### config.mk
export PLATFORM = sky130hd
export DESIGN_NAME = onegen
export DESIGN_NICKNAME = d
export VERILOG_FILES = /design/src/rtl/onegen.sv
export SDC_FILE = /design/constraint.sdc
export NUM_CORES = 1
export LEC_CHECK = 0
export BUFFER_PORTS_ARGS = -buffer_cell sky130_fd_sc_hd__clkbuf_2
export CORE_MARGIN = 2
export CORE_UTILIZATION = 64
export CTS_BUF_LIST = sky130_fd_sc_hd__clkbuf_4 sky130_fd_sc_hd__clkbuf_8
export CTS_CLUSTER_DIAMETER = 30
export DETAILED_ROUTE_END_ITERATION = 8
export PLACE_DENSITY = 0.8
export SLEW_MARGIN = 20
export SYNTH_ARGS = -nofsm -noshare
export SYNTH_HDL_FRONTEND = slang
export SYNTH_SLANG_ARGS = --single-unit
### constraint.sdc
create_clock -name clk -period 5.2 [get_ports clk]
set_input_delay 0.52 -clock clk [delete_from_list [all_inputs] [get_ports clk]]
set_output_delay 0.52 -clock clk [all_outputs]
set_load 0.1 [all_outputs]
### src/rtl/onegen.sv
// onegen: emits, in strictly increasing numeric order, every 16-bit word that
// has exactly `count` bits set, over a valid/ready handshake.
//
// Ports
//   clk         rising-edge clock
//   rst         synchronous active-high reset
//   start       begin a run (sampled only when idle)
//   count       number of ones per word (0..16), sampled with start
//   busy        high while a run is in progress
//   data_valid  data holds a word to be transferred
//   data_ready  consumer accepts data this cycle
//   data        generated word
//   last        data is the final word of the run
//   done        one-cycle pulse after the final word is transferred
//   err         one-cycle pulse when start carries count > 16
module onegen #(
  parameter int WIDTH = 16
) (
  input  logic             clk,
  input  logic             rst,
  input  logic             start,
  input  logic [4:0]       count,
  output logic             busy,
  output logic             data_valid,
  input  logic             data_ready,
  output logic [WIDTH-1:0] data,
  output logic             last,
  output logic             done,
  output logic             err
);

  typedef enum logic {IDLE, RUN} state_t;

  localparam logic [WIDTH-1:0] ONE      = WIDTH'(1);
  localparam logic [WIDTH:0]   ONE_WIDE = (WIDTH + 1)'(1);
  localparam logic [4:0]       MAX_CNT  = 5'(WIDTH);

  state_t           state_q, state_d;
  logic [WIDTH-1:0] data_q, data_d;
  logic [WIDTH-1:0] fin_q, fin_d;   // final word of the current run
  logic             done_q, done_d;
  logic             err_q, err_d;

  logic [WIDTH:0]   mask_wide;
  logic [WIDTH-1:0] first_word;
  logic [WIDTH-1:0] final_word;
  logic [WIDTH-1:0] succ;
  logic [WIDTH-1:0] g_t, g_t1, g_low;
  logic [4:0]       g_shift;
  logic             xfer;

  // Index of the lowest set bit; WIDTH when the word is zero.
  function automatic logic [4:0] ctz(input logic [WIDTH-1:0] v);
    ctz = 5'(WIDTH);
    for (int i = WIDTH - 1; i >= 0; i--) begin
      if (v[i]) ctz = 5'(i);
    end
  endfunction

  // Lowest word with `count` ones, computed one bit wider so count = 16 works.
  assign mask_wide  = (ONE_WIDE << count) - ONE_WIDE;
  assign first_word = mask_wide[WIDTH-1:0];
  // Same ones packed at the top; a shift of 16 for count = 0 yields zero.
  assign final_word = first_word << (MAX_CNT - count);

  // Gosper's hack: next larger word with the same popcount. Only used while
  // the current word is not final, so the wrap at the top is never observed.
  always_comb begin
    g_t     = data_q | (data_q - ONE);
    g_t1    = g_t + ONE;
    g_low   = (~g_t & g_t1) - ONE;
    g_shift = ctz(data_q) + 5'd1;
    succ    = g_t1 | (g_low >> g_shift);
  end

  assign busy       = (state_q == RUN);
  assign data_valid = (state_q == RUN);
  assign last       = (state_q == RUN) && (data_q == fin_q);
  assign data       = data_q;
  assign done       = done_q;
  assign err        = err_q;
  assign xfer       = data_valid && data_ready;

  always_comb begin
    // NOTE: every signal gets a default before any branch, so no latch can be inferred.
    state_d = state_q;
    data_d  = data_q;
    fin_d   = fin_q;
    done_d  = 1'b0;
    err_d   = 1'b0;
    unique case (state_q)
      IDLE: begin
        if (start) begin
          if (count > MAX_CNT) begin
            err_d = 1'b1;
          end else begin
            state_d = RUN;
            data_d  = first_word;
            fin_d   = final_word;
          end
        end
      end
      RUN: begin
        // start and count are deliberately not looked at here.
        if (xfer) begin
          if (last) begin
            state_d = IDLE;
            done_d  = 1'b1;
          end else begin
            data_d = succ;
          end
        end
      end
      default: state_d = IDLE;
    endcase
  end

  always_ff @(posedge clk) begin
    // NOTE: reset clears every register, including data and the final-word
    // latch, so outputs are fully defined the cycle after rst.
    if (rst) begin
      state_q <= IDLE;
      data_q  <= '0;
      fin_q   <= '0;
      done_q  <= 1'b0;
      err_q   <= 1'b0;
    end else begin
      // NOTE: non-blocking assignments so all registers update from the same
      // pre-edge values.
      state_q <= state_d;
      data_q  <= data_d;
      fin_q   <= fin_d;
      done_q  <= done_d;
      err_q   <= err_d;
    end
  end

endmodule

==> flow_metrics.py, run 1 <==
metrics = {
    "run_status": {
        "status": "finished clean",
    },
    "sta": {
        "clock_skew_ps": 17.52,
        "worstMarginPinSlew_ps": 1013,
        "period_minus_slack_ps": 4740,
        "period_share_pct": 91.15,
        "finalHoldViolCount": 0,
        "rsz0062_at_grt": "false",
        "max_clock_freq_mhz": 211.0,
        "finalSetupTns_ps": 0,
        "final.setup.worst_slack_ps": 460.4,
        "relSlewSlack_pct": 31.94,
        "setup_violations": 0,
        "finalMaxSlewViolations": 0,
    },
    "power": {
        "cell_internal_pwr_w": 0.0009304,
        "cellLeakagePower_nw": 1.990,
        "ir_drop_mv": 0.2093,
        "power_frac_seq_pct": 16.0,
        "switching_share_pct": 57.97,
        "clkPwrFrac_pct": 9.6,
        "comb_power_share_pct": 74.5,
        "p_sw_w": 0.001283,
        "power.density_nw_per_um2": 430.2,
    },
    "cells_and_area": {
        "n_antenna_cell": 0,
        "seqCellArea_um2": 700.7,
        "design_area_um2": 5146,
        "fillers": 699,
        "nets": 730,
        "drive_above_1_share_pct": 11.48,
        "syn2layout_area_growth_pct": 4.285,
        "multi_input_area_um2": 3918,
    },
    "clocking": {
        "cts_tree": "done",
        "cts_buffers": 5,
        "cts_buffer_depth": 2,
        "clockRootBuffer": "clkbuf_8",
        "hold_buffers": 0,
        "cts_sinks": 35,
        "cts.repair.resized": 0,
        "cts_setup_buffers": 0,
        "h-tree-depth": 2,
        "worstSkewPairLatency_ps": 310,
        "clkSlewWorstSetupHoldPaths_ps": 90,
    },
    "synth": {
        "syn_nets": 740,
        "synth_cell_types": 77,
        "yosysSeqAreaShare_pct": 14.20,
        "netlist_area_um2": 4935,
        "async_flop_share_pct": 0,
        "avgSynthCellArea_um2": 6.990,
        "yosys_warnings": 0,
        "synth-seq-cells": 35,
        "synthFlopType": "dfxtp_1",
        "syn-instance-count": 706,
        "synth_edf_count": 0,
    },
    "setup_path": {
        "crit_path_start": "data[0]$_SDFFE_PP0P_",
        "endpoint_kind": "flop",
        "reg2reg_from": "data[0]$_SDFFE_PP0P_",
        "crit_type": "flop to flop",
        "crit_fanout": 14,
        "crit_arrival_ps": 4910,
        "start_kind": "flop",
        "required_ps": 5370,
    },
    "floorplan": {
        "coreArea_um2": 7607,
        "die_area_um2": 8429,
        "io_pins": 30,
        "die_h_um": 91.81,
        "rows": 32,
        "die_x_um": 91.81,
        "start_util_pct": 64.87,
    },
    "global_route": {
        "grt_pass1_wl_um": 26210,
        "grt_start_max_net_pins": 38,
        "track_usage_pct": 38.69,
        "antenna_found_initial": 0,
        "grt_pass1_vias": 5096,
        "grt_overflow_total": 0,
    },
    "placement": {
        "post-place-ws_ps": 587.4,
        "hpwl_um": 12430,
        "placed_area_um2": 5052,
        "routabilityCongestion": 1.005,
        "portBuffers": 29,
    },
    "drt": {
        "drt_iter0_drc": 624,
        "routed_via_density": 7.055,
        "drt_wl_total_um": 16490,
        "routedWlPerCell_um": 20.63,
        "drt_first_pass_iters": 5,
        "drc": 0,
        "via_count": 5637,
        "antenna_left": 0,
    },
    "min_path": {
        "min_path_type": "flop to flop",
        "hp-start": "fin_q[15]$_SDFFE_PP0P_",
    },
    "flow_run": {
        "maxCapViolations": 0,
    },
}
-- worst paths after layout --
check                                              end  slack (ps)  cells past startpoint
worst min register to register  fin_q[15]$_SDFFE_PP0P_         480                      2
worst max register to register    data[1]$_SDFFE_PP0P_         460                     16
worst min-delay path            fin_q[15]$_SDFFE_PP0P_         480                      2
worst max-delay path              data[1]$_SDFFE_PP0P_         460                     16
-- metal layers --
metal	vias to the layer above	track usage, %	wire, µm
li1	2621	-	-
met4	0	19.40	817
met2	348	64.46	7795
met3	71	4.273	1406
met1	2597	49.52	6466
met5	-	0	0
-- layout make-up --
class,count,share of cell area [%]
clock inverter,3,0.4863
inverter,25,1.823
timing repair buffer,38,4.133
multi-input combinational,591,76.12
tap,102,2.480
clock buffer,5,1.337
sequential,35,13.62
-- stage by stage --
stage / utilization (%) / cells / power (W) / hold slack [ps]
after floorplan: - / 706 / 0.001572 / 437.9
after global placement: 66.41 / 791 / 0.001931 / 464.3
after detailed placement: 66.41 / 791 / 0.001941 / 464.8
after CTS: 67.65 / 799 / 0.002158 / 467.1
after global routing: 67.65 / 799 / 0.002333 / 497.5
final: 67.65 / 799 / 0.002214 / 475.6
-- worst max-delay path, cell delays in order, from the launching register on --
cell and delay [ps]:
dfxtp_1 480, nor2_1 290, nand2_1 140, nor2_1 400, nor2_1 120, nor4_1 530
nand2_1 210, nor3_1 290, ha_1 330, nor2b_1 70, mux2_2 270, a31oi_1 200
o211ai_1 150, o21a_1 140, mux4_2 500, a2111oi_2 340, o32ai_1 140
-- logic make-up after synthesis --
family / Yosys count / synth area share [%]
mux: 34 / 8.215
xor+xnor: 32 / 5.679
flops: 35 / 14.20
compound gates: 235 / 32.48
simple gates: 265 / 26.67
fa+ha+maj: 25 / 6.339
buf+inv: 80 / 6.415
-- flip-flops by register name, indices dropped and copies added (netlist names) --
| register | cells |
|---|---|
| data | 16 |
| fin_q | 16 |
| busy | 1 |
| done | 1 |
| err | 1 |
-- cell usage in the layout, fill, tap and decap left out, types with 4 or more instances in the layout --
master	count
o21a_1	4
and2_1	5
or2_1	5
buf_4	9
a211o_1	8
o21ai_1	12
a311oi_1	5
or2_2	4
a21oi_1	51
o211ai_1	18
nor2b_1	9
xor2_1	16
nor3b_1	4
o31a_1	5
mux2_2	11
mux2i_1	18
a21o_1	6
clkbuf_8	5
o31ai_1	6
or4_1	7
or3_1	11
nor2_1	68
a22oi_1	8
nor4_1	17
nand3_1	11
nand2b_1	6
a221oi_1	4
o22ai_1	9
o21ai_0	34
a31oi_1	14
ha_1	25
and3_1	4
clkbuf_2	29
a211oi_1	13
dfxtp_1	35
nand2_1	70
mux4_2	4
inv_1	21
xnor2_1	16
nor3_1	30
-- cells in the mapped netlist (5+ instances only) --
cell type,instances,area [µm²]
nor4_1,17,106.4
or4_1,7,52.55
o22ai_1,9,56.30
a31oi_1,14,87.58
o21ai_1,12,60.06
and2_1,5,31.28
mux2_2,11,123.9
o21ai_0,34,170.2
ha_1,25,312.8
a21o_1,6,45.04
dfxtp_1,35,700.7
a22oi_1,8,60.06
nor2b_1,9,56.30
nor2_1,68,255.2
inv_1,21,78.83
xnor2_1,16,140.1
a211oi_1,13,97.59
mux2i_1,18,180.2
or3_1,11,68.82
a311oi_1,5,43.79
nand2b_1,6,37.54
o211ai_1,18,135.1
o31a_1,5,43.79
a211o_1,8,70.07
o31ai_1,6,45.04
nand3_1,11,55.05
or2_1,5,31.28
a21oi_1,51,255.2
nand2_1,70,262.8
nor3_1,30,150.1
xor2_1,16,140.1
clkbuf_1,45,168.9
-- power groups by stage --
| stage | Sequential [W] | Clock, W | Combinational [W] |
|---|---|---|---|
| 4_1_cts | 0.000349 | 0.000214 | 0.00159 |
| 5_1_grt | 0.000356 | 0.000223 | 0.00175 |
| 6_report | 0.000353 | 0.000212 | 0.00165 |
| 3_3_place_gp | 0.000354 | 0 | 0.00158 |
| 3_5_place_dp | 0.000356 | 0 | 0.00159 |
| 2_1_floorplan | 0.000442 | 0 | 0.00113 |
Note: power is estimated with default switching activity, not from simulation.
==> run 2: changes to the inputs <==
==> constraint.sdc (replaced) <==
create_clock -name clk -period 5.3 [get_ports clk]
set_input_delay 0.53 -clock clk [delete_from_list [all_inputs] [get_ports clk]]
set_output_delay 0.53 -clock clk [all_outputs]
set_load 0.1 [all_outputs]
==> flow_metrics.py, run 2 (synthesized netlist as in run 1, its figures left out) <==
metrics = {
    "run_status": {
        "status": "finished clean",
    },
    "floorplan": {
        "die_h_um": 91.81,
        "die_area_um2": 8429,
        "die_x_um": 91.81,
        "start_util_pct": 64.87,
        "io_pins": 30,
        "rows": 32,
        "coreArea_um2": 7607,
    },
    "clocking": {
        "clockRootBuffer": "clkbuf_8",
        "worstSkewPairLatency_ps": 290,
        "clkSlewWorstSetupHoldPaths_ps": 80,
        "cts_setup_buffers": 0,
        "cts.repair.resized": 0,
        "cts_tree": "done",
        "hold_buffers": 0,
        "cts_sinks": 35,
        "h-tree-depth": 2,
        "cts_buffer_depth": 2,
        "cts_buffers": 5,
    },
    "cells_and_area": {
        "fillers": 678,
        "multi_input_area_um2": 3918,
        "final_cell_mix": "70 x nand2_1, 68 x nor2_1, 51 x a21oi_1",
        "syn2layout_area_growth_pct": 4.970,
        "drive_above_1_share_pct": 11.73,
        "seqCellArea_um2": 700.7,
        "fin_cells": 801,
        "design_area_um2": 5180,
        "nets": 732,
        "final_common_cell": "nand2_1",
        "n_antenna_cell": 0,
    },
    "sta": {
        "finalSetupTns_ps": 0,
        "period_share_pct": 87.64,
        "rsz0062_at_grt": "false",
        "worstMarginPinSlew_ps": 922.4,
        "max_clock_freq_mhz": 215.3,
        "setup_violations": 0,
        "clock_skew_ps": 13.87,
        "finalHoldViolCount": 0,
        "finalMaxSlewViolations": 0,
        "relSlewSlack_pct": 38.03,
        "period_minus_slack_ps": 4645,
    },
    "power": {
        "cellLeakagePower_nw": 2.012,
        "power.density_nw_per_um2": 433.2,
        "ir_drop_mv": 0.1518,
    },
    "drt": {
        "drc": 0,
        "routed_via_density": 7.192,
        "antenna_left": 0,
        "drt_first_pass_iters": 6,
        "drt_iter0_drc": 699,
        "via_count": 5761,
        "drt_wl_total_um": 16830,
        "routedWlPerCell_um": 21.01,
    },
    "setup_path": {
        "required_ps": 5460,
        "start_kind": "flop",
        "crit_chain": "nor2_1, nand2_1, nor2_1, nor2_1, nor4_1, nand2_1, nor3_1, ha_1, nor2b_1, mux2_2, a31oi_1, o211ai_1, o21a_1, mux4_2, a2111oi_2, o32ai_1",
        "crit_slowest_cell": "dfxtp_1",
        "critPathMaxStageDelay_ps": 490,
        "cp_common_cell": "nor2_1",
        "reg2reg_from": "data[0]$_SDFFE_PP0P_",
        "crit_path_start": "data[0]$_SDFFE_PP0P_",
        "crit_type": "flop to flop",
        "endpoint_kind": "flop",
        "crit_fanout": 14,
        "crit_arrival_ps": 4800,
    },
    "global_route": {
        "grt_overflow_total": 0,
        "grt_start_max_net_pins": 38,
        "antenna_found_initial": 0,
        "grt_pass1_vias": 5246,
        "track_usage_pct": 39.59,
        "grt_pass1_wl_um": 26840,
    },
    "min_path": {
        "min_path_type": "flop to flop",
        "hp-start": "fin_q[15]$_SDFFE_PP0P_",
    },
    "placement": {
        "portBuffers": 29,
        "routabilityCongestion": 0.9932,
        "placed_area_um2": 5067,
        "hpwl_um": 12700,
        "place_inst": 793,
    },
    "flow_run": {
        "maxCapViolations": 0,
    },
}
-- run 2: final timing paths --
check | end | slack (ps) | cells past startpoint
worst min-delay path | fin_q[15]$_SDFFE_PP0P_ | 470 | 2
worst max register to register | data[1]$_SDFFE_PP0P_ | 660 | 16
worst max-delay path | data[1]$_SDFFE_PP0P_ | 660 | 16
worst min register to register | fin_q[15]$_SDFFE_PP0P_ | 470 | 2
-- run 2: cell type report --
class / instances / share of cell area [%]
multi-input combinational: 591 / 75.63
inverter: 25 / 1.812
timing repair buffer: 40 / 4.396
clock buffer: 5 / 1.329
sequential: 35 / 13.53
clock inverter: 3 / 0.8454
tap: 102 / 2.464
-- run 2: critical path, delay by kind of cell, from the launching register on --
| family | cells | cell delay, ps |
|---|---|---|
| muxes | 2 | 760 |
| adders and majority gates | 1 | 320 |
| and+or+nand+nor | 8 | 2010 |
| AOI/OAI and AO/OA | 5 | 920 |
| DFF | 1 | 490 |
-- run 2: routing by layer --
| metal | track usage [%] | routed length (µm) | vias up |
|---|---|---|---|
| met1 | 49.62 | 6406 | 2650 |
| met2 | 66.91 | 7736 | 388 |
| met4 | 20.77 | 964 | 0 |
| met3 | 4.273 | 1726 | 94 |
| met5 | 0 | 0 | - |
| li1 | - | - | 2629 |
-- run 2: metrics by stage --
stage / setup slack, ps / hold slack [ps] / util [%] / total power [W]
after floorplan: 705.8 / 437.9 / - / 0.001543
after CTS: 732.2 / 466.1 / 68.09 / 0.002181
final: 655.3 / 470.6 / 68.09 / 0.002244
after global routing: 204.8 / 490.4 / 68.09 / 0.002365
after global placement: 867.7 / 458.2 / 66.61 / 0.001922
after detailed placement: 765.6 / 454.9 / 66.61 / 0.001929
-- run 2: power breakdown --
part,internal (W),switching (W)
Sequential,0.000286,0.0000641
Combinational,0.000548,0.00110
Clock,0.000140,0.000105
Total,0.000974,0.00127
